**src/rtl/uart_pkg.sv**
```systemverilog
// Shared UART definitions: transmit FSM state encoding and the clocks-per-bit helper.
// Used by both the byte transmitter and the byte receiver.
package uart_pkg;

  typedef enum logic [2:0] {
    IDLE   = 3'd0,
    START  = 3'd1,
    DATA   = 3'd2,
    PARITY = 3'd3,
    STOP   = 3'd4
  } tx_state_t;

  function automatic int unsigned uart_div(input int unsigned clk_freq,
                                           input int unsigned baud);
    return clk_freq / baud;
  endfunction

endpackage

```
**src/rtl/byte_fifo.sv**
```systemverilog
// Circular byte queue with explicit occupancy count; head entry is visible on pop_data.
// Pushes while full and pops while empty are ignored.
module byte_fifo #(
  parameter int unsigned WIDTH = 8,
  parameter int unsigned DEPTH = 4
) (
  input  logic                     clk,
  input  logic                     reset,
  input  logic                     push,
  input  logic [WIDTH-1:0]         push_data,
  input  logic                     pop,
  output logic [WIDTH-1:0]         pop_data,
  output logic                     full,
  output logic                     empty,
  output logic [$clog2(DEPTH):0]   count
);

  localparam int unsigned AW = $clog2(DEPTH);
  localparam logic [AW:0] FULL_CNT = (AW+1)'(DEPTH);

  logic [WIDTH-1:0] mem [DEPTH];
  logic [AW-1:0]    wr_ptr;
  logic [AW-1:0]    rd_ptr;
  logic [AW:0]      cnt;
  logic             do_push;
  logic             do_pop;

  assign full     = (cnt == FULL_CNT);
  assign empty    = (cnt == '0);
  assign count    = cnt;
  assign pop_data = mem[rd_ptr];
  assign do_push  = push && !full;
  assign do_pop   = pop && !empty;

  // Pointers wrap naturally because DEPTH is a power of two.
  always_ff @(posedge clk) begin
    if (reset) begin
      wr_ptr <= '0;
      rd_ptr <= '0;
      cnt    <= '0;
    end else begin
      if (do_push) wr_ptr <= wr_ptr + AW'(1);
      if (do_pop)  rd_ptr <= rd_ptr + AW'(1);
      case ({do_push, do_pop})
        2'b10:   cnt <= cnt + (AW+1)'(1);
        2'b01:   cnt <= cnt - (AW+1)'(1);
        default: cnt <= cnt;
      endcase
    end
  end

  always_ff @(posedge clk) begin
    if (do_push) mem[wr_ptr] <= push_data;
  end

endmodule

```
**src/rtl/uart_byte_tx.sv**
```systemverilog
// Buffered UART transmitter: valid/ready byte input, FIFO, registered serial TxD (8N1).
// Define UART_TX_PARITY_EN to compile in an even-parity bit (8E1 frames).
module uart_byte_tx #(
  parameter int unsigned CLK_FREQ   = 100_000_000,
  parameter int unsigned BAUD       = 9600,
  parameter int unsigned FIFO_DEPTH = 4
) (
  input  logic                            clk,
  input  logic                            reset,
  input  logic [7:0]                      in_data,
  input  logic                            in_valid,
  output logic                            in_ready,
  output logic                            TxD,
  output logic                            busy,
  output logic [$clog2(FIFO_DEPTH):0]     fifo_count
);

  import uart_pkg::*;

  localparam int unsigned DIV = uart_div(CLK_FREQ, BAUD);
  localparam int unsigned BW  = (DIV > 1) ? $clog2(DIV) : 1;
  localparam logic [BW-1:0] DIV_LAST = BW'(DIV - 1);

  tx_state_t   state;
  tx_state_t   state_next;
  logic [BW-1:0] baud_cnt;
  logic [2:0]  bit_cnt;
  logic [7:0]  shift;
  logic        bit_done;
  logic        txd_d;
  logic        txd_q;
  logic        busy_q;
  logic        push;
  logic        pop;
  logic        full;
  logic        empty;
  logic [7:0]  head_data;
`ifdef UART_TX_PARITY_EN
  logic        parity_bit;
`endif

  assign push     = in_valid && !full;
  assign in_ready = !full;
  assign bit_done = (baud_cnt == DIV_LAST);
  assign TxD      = txd_q;
  assign busy     = busy_q;

  byte_fifo #(
    .WIDTH (8),
    .DEPTH (FIFO_DEPTH)
  ) u_fifo (
    .clk       (clk),
    .reset     (reset),
    .push      (push),
    .push_data (in_data),
    .pop       (pop),
    .pop_data  (head_data),
    .full      (full),
    .empty     (empty),
    .count     (fifo_count)
  );

  always_ff @(posedge clk) begin
    if (reset) state <= IDLE;
    else       state <= state_next;
  end

  always_comb begin
    state_next = state;
    case (state)
      IDLE:  if (!empty) state_next = START;
      START: if (bit_done) state_next = DATA;
      DATA: begin
        if (bit_done && bit_cnt == 3'd7) begin
`ifdef UART_TX_PARITY_EN
          state_next = PARITY;
`else
          state_next = STOP;
`endif
        end
      end
`ifdef UART_TX_PARITY_EN
      PARITY: if (bit_done) state_next = STOP;
`endif
      STOP:  if (bit_done) state_next = IDLE;
      default: state_next = IDLE;
    endcase
  end

  always_comb begin
    txd_d = 1'b1;
    pop   = 1'b0;
    case (state)
      IDLE:  pop   = !empty;
      START: txd_d = 1'b0;
      DATA:  txd_d = shift[0];
`ifdef UART_TX_PARITY_EN
      PARITY: txd_d = parity_bit;
`endif
      default: txd_d = 1'b1;
    endcase
  end

  // Counters restart on every pop so bit edges line up with the frame start.
  always_ff @(posedge clk) begin
    if (reset) begin
      baud_cnt <= '0;
      bit_cnt  <= '0;
    end else if (pop) begin
      baud_cnt <= '0;
      bit_cnt  <= '0;
    end else if (state != IDLE) begin
      if (bit_done) begin
        baud_cnt <= '0;
        if (state == DATA) bit_cnt <= bit_cnt + 3'd1;
      end else begin
        baud_cnt <= baud_cnt + BW'(1);
      end
    end
  end

  always_ff @(posedge clk) begin
    if (pop) begin
      shift <= head_data;
    end else if (state == DATA && bit_done) begin
      shift <= {1'b0, shift[7:1]};
    end
  end

`ifdef UART_TX_PARITY_EN
  always_ff @(posedge clk) begin
    if (pop) parity_bit <= ^head_data;
  end
`endif

  // TxD lags the state by one clock, keeping the line fully registered.
  always_ff @(posedge clk) begin
    if (reset) begin
      txd_q  <= 1'b1;
      busy_q <= 1'b0;
    end else begin
      txd_q  <= txd_d;
      busy_q <= (state_next != IDLE) || !empty || push;
    end
  end

endmodule
```
**config.mk**
```make
export PLATFORM = sky130hd
export DESIGN_NAME = uart_byte_tx
export DESIGN_NICKNAME = d
export VERILOG_FILES = /design/src/rtl/uart_pkg.sv /design/src/rtl/byte_fifo.sv /design/src/rtl/uart_byte_tx.sv
export SDC_FILE = /design/constraint.sdc
export NUM_CORES = 1
export LEC_CHECK = 0
export BUFFER_PORTS_ARGS = -buffer_cell sky130_fd_sc_hd__buf_2
export CORE_MARGIN = 5
export CORE_UTILIZATION = 48
export DETAILED_ROUTE_END_ITERATION = 12
export PLACE_DENSITY_LB_ADDON = 0.1
export SLEW_MARGIN = 20
export SYNTH_ARGS = -nofsm -noshare
export SYNTH_HDL_FRONTEND = slang
export SYNTH_SLANG_ARGS = --single-unit
```
**constraint.sdc**
```tcl
create_clock -name clk -period 2.8 [get_ports clk]
set_clock_uncertainty 0.05 [all_clocks]
set_input_delay 0.28 -clock clk [delete_from_list [all_inputs] [get_ports clk]]
set_output_delay 0.28 -clock clk [all_outputs]
set_load 0.01 [all_outputs]
```
==> results of run 1 <==
==> registers in the layout, indices dropped and copies added (netlist names), named ones only <==
register	flops
baud_cnt	14
bit_cnt	3
u_fifo.mem	32
u_fifo.wr_ptr	2
shift	8
u_fifo.rd_ptr	2
busy	1
u_fifo.count	3
state	3
TxD	1
==> layer usage <==
metal,vias to the layer above,GRT usage [%],part of all wire [%],wire (um)
li1,900,-,-,-
met1,853,19.3,48,2380
met2,24,21.1,47,2320
met3,10,3.32,2.6,128
met4,0,9.34,2.2,107
met5,-,0,0,0
==> metrics by stage <==
stage / area, um2 / hold WS, ns
3_3_place_gp: 3190 / 0.413
3_5_place_dp: 3190 / 0.428
5_1_grt: 3460 / 0.0765
4_1_cts: 3460 / 0.0754
2_1_floorplan: 3030 / 0.327
6_report: 3460 / 0.0933
==> where the power goes <==
part	switching [mW]	internal, mW	total (mW)
clock	0.390	0.684	1.07
combinational	0.424	0.416	0.840
sequential	0.125	1.34	1.47
==> kinds of logic (layout without fill, tap and decap cells) <==
group / Yosys count / after routing / share of synthesized area (%)
mux: 15 / 15 / 8.54
simple gates: 80 / 80 / 15.2
fa+ha+maj: 9 / 9 / 3.96
flops: 71 / 71 / 60.1
buf+inv: 16 / 43 / 2.39
xor+xnor: 16 / 16 / 4.62
compound gates: 25 / 25 / 5.20
==> critical path: stages, from the launching register on <==
cell     delay (ns)
dfxtp_1        0.38
or3b_1         0.44
and2_1         0.22
inv_1          0.08
ha_1           0.18
inv_1          0.06
fa_1           0.37
xor2_1         0.15
or3_1          0.30
a21oi_1        0.13
==> Yosys cell counts, types with 2 or more instances <==
cell / number / area (um2)
mux2_2: 7 / 78.8
xor2_1: 7 / 61.3
or3_4: 2 / 22.5
buf_4: 2 / 15.0
dfxtp_1: 31 / 621
buf_2: 4 / 20.0
nand2_1: 10 / 37.5
and3_1: 6 / 37.5
nand2b_1: 3 / 18.8
nor3_1: 6 / 30.0
nand4_1: 6 / 37.5
or3_1: 3 / 18.8
xnor2_1: 9 / 78.8
ha_1: 8 / 100
edfxtp_1: 40 / 1200
or4_1: 2 / 15.0
nor4_1: 2 / 12.5
o21ai_0: 8 / 40.0
nor2_1: 22 / 82.6
o211ai_1: 2 / 15.0
a21oi_1: 8 / 40.0
mux4_2: 8 / 180
o31ai_1: 2 / 15.0
nand3_1: 5 / 25.0
and2_1: 2 / 12.5
inv_1: 8 / 30.0
==> layout by cell type (no fill, tap or decap), drive strengths merged <==
cell | synthesis | layout
and3 | 6 | 6
bufinv | 0 | 4
ha | 8 | 8
and2 | 2 | 2
mux4 | 8 | 8
clkinvlp | 0 | 1
nand4 | 6 | 6
or3 | 5 | 5
clkinv | 0 | 2
fa | 1 | 1
and4 | 2 | 2
nand2 | 10 | 10
dfxtp | 31 | 31
or3b | 1 | 1
nand3 | 7 | 7
o31ai | 3 | 3
o21ai | 8 | 8
and4bb | 2 | 2
o211ai | 2 | 2
buf | 7 | 19
inv | 8 | 8
nor4b | 1 | 1
xor2 | 7 | 7
a32o | 1 | 1
edfxtp | 40 | 40
nand2b | 3 | 3
or4 | 2 | 2
mux2 | 7 | 7
a21boi | 1 | 1
clkbuf | 1 | 9
nor2b | 1 | 1
a21oi | 9 | 9
o41ai | 1 | 1
or2 | 1 | 1
xnor2 | 9 | 9
nor3 | 7 | 7
nor4 | 2 | 2
nor2 | 22 | 22
==> worst max-delay path by stage <==
| stage | from | to | slack [ns] | depth (start not counted) |
|---|---|---|---|---|
| after floorplan | u_fifo.count[2] | u_fifo.count[2] | 0.41 | 9 |
| after global placement | u_fifo.count[2] | u_fifo.count[2] | 0.46 | 9 |
| after detailed placement | u_fifo.count[2] | u_fifo.count[2] | 0.37 | 9 |
| after CTS | u_fifo.count[2] | u_fifo.count[2] | 0.36 | 9 |
| after global routing | u_fifo.count[2] | u_fifo.count[2] | 0.25 | 9 |
| final | u_fifo.count[2] | u_fifo.count[2] | 0.37 | 9 |
==> layout make-up <==
| cell class | instances | area, um2 | share of cell area, % |
|---|---|---|---|
| clock inverters | 7 | 145 | 4.20 |
| inverters | 8 | 30.0 | 0.868 |
| repair buffers | 19 | 103 | 2.97 |
| multi-input cells | 145 | 1140 | 32.9 |
| well taps | 77 | 96.3 | 2.79 |
| clock buffers | 9 | 124 | 3.58 |
| flip-flops and latches | 71 | 1820 | 52.7 |
==> results_dict.tcl, run 1 <==
set metrics [dict create \
    status "finished, final reports clean" \
    min_to "u_fifo.mem[2][3]" \
    nNetsFinal 274 \
    finalSetupViolCount 0 \
    final_hold_viol_count 0 \
    ys_types 45 \
    die_area_um2 8010 \
    synth_cells 232 \
    cts_tree "done" \
    hold_buffers 0 \
    yosys_warnings 0 \
    hold_start "in_data[3]" \
    rsz0062_at_grt "no" \
    required_ns 3.03 \
    clkLatencyLatePin_ns 0.34 \
    r2r_slack_ns 0.37 \
    cap_violations 0 \
    fp.dieW_um 89.5 \
    arrival_ns 2.66 \
    drt_iter0_drc 56 \
    clock_sinks 71 \
    drcViolationCount 0 \
    grt_pass1_vias 1682 \
    gr-usage-all-layers_pct 14.5 \
    dp.cells 320 \
    cts_root_buf "clkbuf_8" \
    dpl_worst_slack_ns 0.372 \
    crit_path_max_fanout 6 \
    post_cts_buffers 0 \
    cp-start-kind "flip-flop" \
    h-tree-depth 3 \
    initial_core_util_pct 48.6 \
    synth_seq_cells 71 \
    min_path_cells 1 \
    final.period_utilization_pct 86.7 \
    area_growth_pct 14.0 \
    post_drt_wl_per_cell_um 14.7 \
    ant_nets 0 \
    synth_edf_count 40 \
    synth_area_um2 3030 \
    slew_headroom_pct 64.7 \
    via_count 1787 \
    rows 29 \
    io_pins 17 \
    vias_per_cell 5.32 \
    worstHoldPathType "in2reg" \
    yosys_most_used_dff "edfxtp_1" \
    total_power_mw 3.38 \
    first_pass_iters 4 \
    n_antenna_cell 0 \
    clock_path_buffers 2 \
    placement.io_buffers 16 \
    gp_congestion 0.799 \
    fillers 539 \
    syn_avg_cell_area_um2 13.1 \
    drive_above_1_share_pct 22.8 \
    slew_viol_final 0 \
    grt_pass1_wl_mm 8.45 \
    async_flop_share_pct 0 \
    cp-end-kind "flip-flop" \
    cts_buffers 9 \
    worst-setup-path-type "reg2reg" \
    die_h_um 89.5 \
    tns_ns 0 \
    coreArea_um2 6240 \
    ys_seq_area_share_pct 60.1 \
    leakagePower_nw 1.20 \
    layout_min_cycle_time_ns 2.43 \
    tightest_slew_ns 0.529 \
    overflow 0 \
    ctsResizeCount 0 \
    setup_slack_ns 0.374 \
    r2r-start "u_fifo.count[2]" \
    fmax_mhz 412 \
    fin_util_pct 55.4 \
    dp_hpwl_mm 3.38 \
    grt_max_degree 16 \
    totalWireLength_mm 4.94 \
    grt_antenna_before_repair 0 \
    timing.rr.end "u_fifo.count[2]" \
    ff2ff_path_depth 9 \
    clk_pin_slew_ns 0.08 \
    stdcell_count 336 \
    syn-num-nets 252 \
    powerDensity_nw_per_um2 978 \
    peakVddDrop_mv 0.463 \
]
Note: power is estimated with default switching activity, not from simulation.
==> run 2: changes to the inputs <==
SYNTH_HIERARCHICAL = 1   (was not set)
clock period = 2.4 ns   (was 2.8 ns; I/O delays follow)
==> run 2 against run 1 <==
Flip-flop and latch count unchanged. Power increased by 4.3%. Global-route usage decreased by 0.21 points. Clock power decreased by 13%. Sequential power increased by 12%. Clock-buffer cell count increased by 2. Critical path type unchanged. Core utilization increased by 0.078 points. Largest power group unchanged. Synthesized cell count increased by 2.6%.
==> results_dict.tcl, run 2 <==
set metrics [dict create \
    clock_path_buffers 2 \
    yosys_most_used_dff "edfxtp_1" \
    cp-start-kind "flip-flop" \
    placement.io_buffers 16 \
    n_antenna_cell 0 \
    coreArea_um2 6280 \
    via_count 1858 \
    cts_buffers 9 \
    arrival_ns 2.47 \
    synth_top_area_share_pct 39.1 \
    status "finished, final reports clean" \
    layout_commonest_cell "edfxtp_1" \
    leakagePower_nw 1.22 \
    required_ns 2.62 \
    synth_cells 238 \
    r2r-start "u_fifo/count[0]" \
    worst_path_most_repeated_cell "inv_1" \
    crit_buf_inv 2 \
    dp_hpwl_mm 3.46 \
    setup_slack_ns 0.149 \
    layout_min_cycle_time_ns 2.25 \
    cap_violations 0 \
    crit_chain "nor3_2 -> nor4_2 -> o31ai_2 -> inv_1 -> ha_1 -> inv_1 -> fa_1 -> xor2_1 -> or3_1 -> a21oi_1" \
    finalSetupViolCount 0 \
    clock_sinks 71 \
    cp-end-kind "flip-flop" \
    peakVddDrop_mv 0.559 \
    cts_root_buf "clkbuf_8" \
    drt_iter0_drc 117 \
    final_hold_viol_count 0 \
    cp_slowest_cell "dfxtp_2" \
    gr-usage-all-layers_pct 14.2 \
    post_drt_wl_per_cell_um 14.9 \
    synthTopCellsByCount "edfxtp_1, dfxtp_1, nor2_1, inv_1, a21oi_1" \
    reg_top3 "u_fifo/mem: 32 flops, baud_cnt: 14 flops, shift: 8 flops" \
    startpoint "u_fifo/count[0]" \
    area_growth_pct 13.4 \
    gp_congestion 0.754 \
    async_flop_share_pct 0 \
    syn_avg_cell_area_um2 12.9 \
    drcViolationCount 0 \
    min_path_cells 1 \
    crit_path_max_fanout 6 \
    ys_types 45 \
    totalWireLength_mm 5.20 \
    grt_pass1_vias 1863 \
    drive_above_1_share_pct 25.0 \
    die_h_um 90.0 \
    vias_per_cell 5.32 \
    largest_register_ffs 32 \
    grt_antenna_before_repair 0 \
    regMostFlops "u_fifo/mem" \
    ff2ff_path_depth 10 \
    nNetsFinal 287 \
    cp_slowest_stage_delay_ns 0.41 \
    path_depth 10 \
    h-tree-depth 3 \
    synth_area_um2 3070 \
    fp.dieW_um 90.0 \
    slew_headroom_pct 50.4 \
    hold_start "in_data[6]" \
    syn-num-nets 258 \
    total_power_mw 3.53 \
    ant_nets 0 \
    die_area_um2 8100 \
    dpl_worst_slack_ns 0.0948 \
    worstHoldPathType "in2reg" \
    synth_seq_cells 71 \
    io_pins 17 \
    synth_most_common_cell "edfxtp_1" \
    final_cell_mix "edfxtp_1, dfxtp_1, nor2_1" \
    grt_pass1_wl_mm 9.07 \
    fmax_mhz 444 \
    synth_edf_count 40 \
    post_cts_buffers 0 \
    powerDensity_nw_per_um2 1010 \
    ys_seq_area_share_pct 59.3 \
    clk_pin_slew_ns 0.08 \
    overflow 0 \
    yosys_warnings 6 \
    synthTopCellsByArea "edfxtp_1, dfxtp_1, mux4_2" \
    tightest_slew_ns 0.734 \
    final.period_utilization_pct 93.8 \
    tns_ns 0 \
    slew_viol_final 0 \
    cp_top_family "simple AND/OR/NAND/NOR gates" \
    worst-setup-path-type "reg2reg" \
    cts_tree "done" \
    initial_core_util_pct 48.9 \
    synth_area_leader_cell "edfxtp_1" \
    first_pass_iters 4 \
    rows 29 \
    grt_max_degree 15 \
    clkLatencyLatePin_ns 0.34 \
    rsz0062_at_grt "no" \
]
## run 2: cells by family (layout without fill, tap and decap cells)
family / after synthesis / in the layout / synth area share (%)
and+or+nand+nor: 79 / 79 / 14.9
adders and majority gates: 9 / 9 / 3.91
muxes: 17 / 17 / 9.09
buffers and inverters: 20 / 54 / 2.77
AOI/OAI and AO/OA: 27 / 27 / 5.71
xor gates and xnor gates: 15 / 15 / 4.28
DFF: 71 / 71 / 59.3
## run 2: layout make-up
type / count / area, um2
Timing Repair Buffer: 26 / 155
Fill cell: 531 / 2790
Sequential cell: 71 / 1830
Tap cell: 77 / 96.3
Multi-Input combinational cell: 147 / 1170
Clock buffer: 11 / 131
Clock inverter: 5 / 60.1
Inverter: 12 / 45.0
## run 2: what timing repair did
action                                  in CTS  in global routing
hold endpoints to repair                     0                  0
hold buffers                                 0                  0
gates resized for setup                      0                  2
endpoints found under the setup margin       0                  1
## run 2: report_power, final
part | total (mW) | internal, mW | switching (mW)
sequential | 1.65 | 1.56 | 0.0923
combinational | 0.953 | 0.456 | 0.496
clock | 0.926 | 0.483 | 0.444
## run 2: worst paths after layout
kind / endpoint / slack (ns)
max: u_fifo/count[2] / 0.15
min: u_fifo/mem[2][6] / 0.07
max reg2reg: u_fifo/count[2] / 0.15
min reg2reg: bit_cnt[1] / 0.43
## run 2: routing by layer
metal	wire [um]	global-route usage (%)
met1	2600	20.5
met2	2280	19.6
met3	268	4.67
met4	50	5.96
met5	0	0
## run 2: stage by stage
stage	instance area, um2	instances	util (%)	hold slack, ns
finish	3480	349	55.5	0.0658
global route	3480	349	55.5	0.0438
CTS	3480	349	55.5	0.0449
detailed placement	3290	333	52.4	0.413
global placement	3290	333	52.4	0.409
floorplan	3070	238	-	0.259
==> run 3: changes to the inputs <==
CORE_ASPECT_RATIO = 0.75   (was not set)
==> run 3 against run 2 <==
Routed wire length increased by 1.6%. Clock power up 32%. Final cell count grew 1.1%. Setup slack improved by 0.019 ns. Non-clock buffer count unchanged. Critical endpoint unchanged. Largest power group unchanged.
==> results_dict.tcl, run 3 (synthesized netlist as in run 2, its figures left out) <==
set metrics [dict create \
    final_cell_mix "edfxtp_1, dfxtp_1, nor2_1" \
    clk_pin_slew_ns 0.07 \
    overflow 0 \
    r2r-start "u_fifo/count[0]" \
    dp_hpwl_mm 3.69 \
    first_pass_iters 4 \
    post_cts_buffers 0 \
    cp_top_family "simple AND/OR/NAND/NOR gates" \
    totalWireLength_mm 5.28 \
    hold_start "in_data[4]" \
    cp_slowest_stage_delay_ns 0.40 \
    gr-usage-all-layers_pct 15.2 \
    tns_ns 0 \
    crit_buf_inv 2 \
    hold_buffers 0 \
    die_h_um 79.3 \
    n_antenna_cell 0 \
    cts_root_buf "clkbuf_8" \
    post_drt_wl_per_cell_um 15.0 \
    worst-setup-path-type "reg2reg" \
    ff2ff_path_depth 10 \
    min_path_cells 1 \
    arrival_ns 2.45 \
    cp_slowest_cell "dfxtp_2" \
    timing.rr.end "u_fifo/count[2]" \
    powerDensity_nw_per_um2 1080 \
    final_area_um2 3560 \
    whs_ns 0.0736 \
    ant_nets 0 \
    min_to "u_fifo/mem[3][4]" \
    rows 25 \
    grt_pass1_vias 1902 \
    cts_tree "done" \
    cts_buffers 9 \
    status "finished, final reports clean" \
    largest_register_ffs 32 \
    placement.io_buffers 16 \
    tightest_slew_ns 0.689 \
    required_ns 2.61 \
    nNetsFinal 287 \
    rsz0062_at_grt "no" \
    total_power_mw 3.83 \
    via_count 1846 \
    slew_viol_final 0 \
    vias_per_cell 5.23 \
    peakVddDrop_mv 0.505 \
    leakagePower_nw 1.26 \
    fp.dieW_um 102 \
    layout_commonest_cell "edfxtp_1" \
    r2r_slack_ns 0.17 \
    die_area_um2 8110 \
    cp-end-kind "flip-flop" \
    finalSetupViolCount 0 \
    grt_max_degree 15 \
    layout_min_cycle_time_ns 2.23 \
    crit_chain "nor3_2 -> nor4_2 -> o31ai_2 -> inv_1 -> ha_1 -> inv_1 -> fa_1 -> xor2_1 -> or3_1 -> a21oi_1" \
    cp-start-kind "flip-flop" \
    h-tree-depth 3 \
    worstHoldPathType "in2reg" \
    worst_path_most_repeated_cell "inv_1" \
    cap_violations 0 \
    grt_pass1_wl_mm 9.29 \
    drcViolationCount 0 \
    clkLatencyLatePin_ns 0.33 \
    clock_sinks 71 \
    drive_above_1_share_pct 25.0 \
    reg_top3 "u_fifo/mem: 32 flops, baud_cnt: 14 flops, shift: 8 flops" \
    regMostFlops "u_fifo/mem" \
    gp_congestion 0.771 \
    area_growth_pct 15.9 \
    clock_path_buffers 2 \
    io_pins 17 \
    placed_cell_area_um2 3290 \
    drt_iter0_drc 69 \
    fmax_mhz 448 \
    slew_headroom_pct 53.5 \
    final_hold_viol_count 0 \
    coreArea_um2 6260 \
    final.period_utilization_pct 93.0 \
    ctsResizeCount 0 \
    initial_core_util_pct 49.1 \
    grt_antenna_before_repair 0 \
    crit_path_max_fanout 6 \
]
run 3: cell count changes in the layout (fill, tap and decap cells not counted):
cell        previous run  this run
bufinv_16              1         4
clkbuf_1               2         1
clkinv_1               0         1
clkinv_2               1         0
clkinv_4               2         1
clkinvlp_4             1         0
run 3: per-stage QoR:
| step | instances | setup slack (ns) | util (%) |
|---|---|---|---|
| 3_5_place_dp | 337 | 0.112 | 52.7 |
| 3_3_place_gp | 337 | 0.139 | 52.7 |
| 6_report | 353 | 0.168 | 56.9 |
| 2_1_floorplan | 238 | 0.00433 | - |
| 5_1_grt | 353 | 0.0216 | 56.9 |
| 4_1_cts | 353 | 0.0822 | 56.8 |
run 3: area by class of cell:
type                    instances  area (um2)
fillers                       538        2700
flip-flops and latches         71        1830
multi-input cells             147        1170
repair buffers                 26         155
clock inverters                 6         133
clock buffers                  10         128
well taps                      81         101
inverters                      12        45.0
run 3: routing by layer:
layer	track usage [%]	wire length [um]	up-vias
li1	-	-	930
met1	22.2	2780	887
met2	21.4	2230	27
met3	4.57	238	2
met4	5.50	36	0
met5	0	0	-
run 3: report_power, final:
group	total (mW)	switching, mW	internal (mW)
clock	1.22	0.426	0.794
combinational	0.935	0.479	0.456
sequential	1.67	0.115	1.56
run 3: worst max-delay path by stage:
stage / from / end / depth (start not counted)
floorplan: u_fifo/count[1] / u_fifo/count[2] / 11
finish: u_fifo/count[0] / u_fifo/count[2] / 10
global placement: u_fifo/count[1] / u_fifo/count[2] / 10
detailed placement: u_fifo/count[1] / u_fifo/count[2] / 10
CTS: u_fifo/count[1] / u_fifo/count[2] / 10
global route: u_fifo/count[0] / u_fifo/count[2] / 10
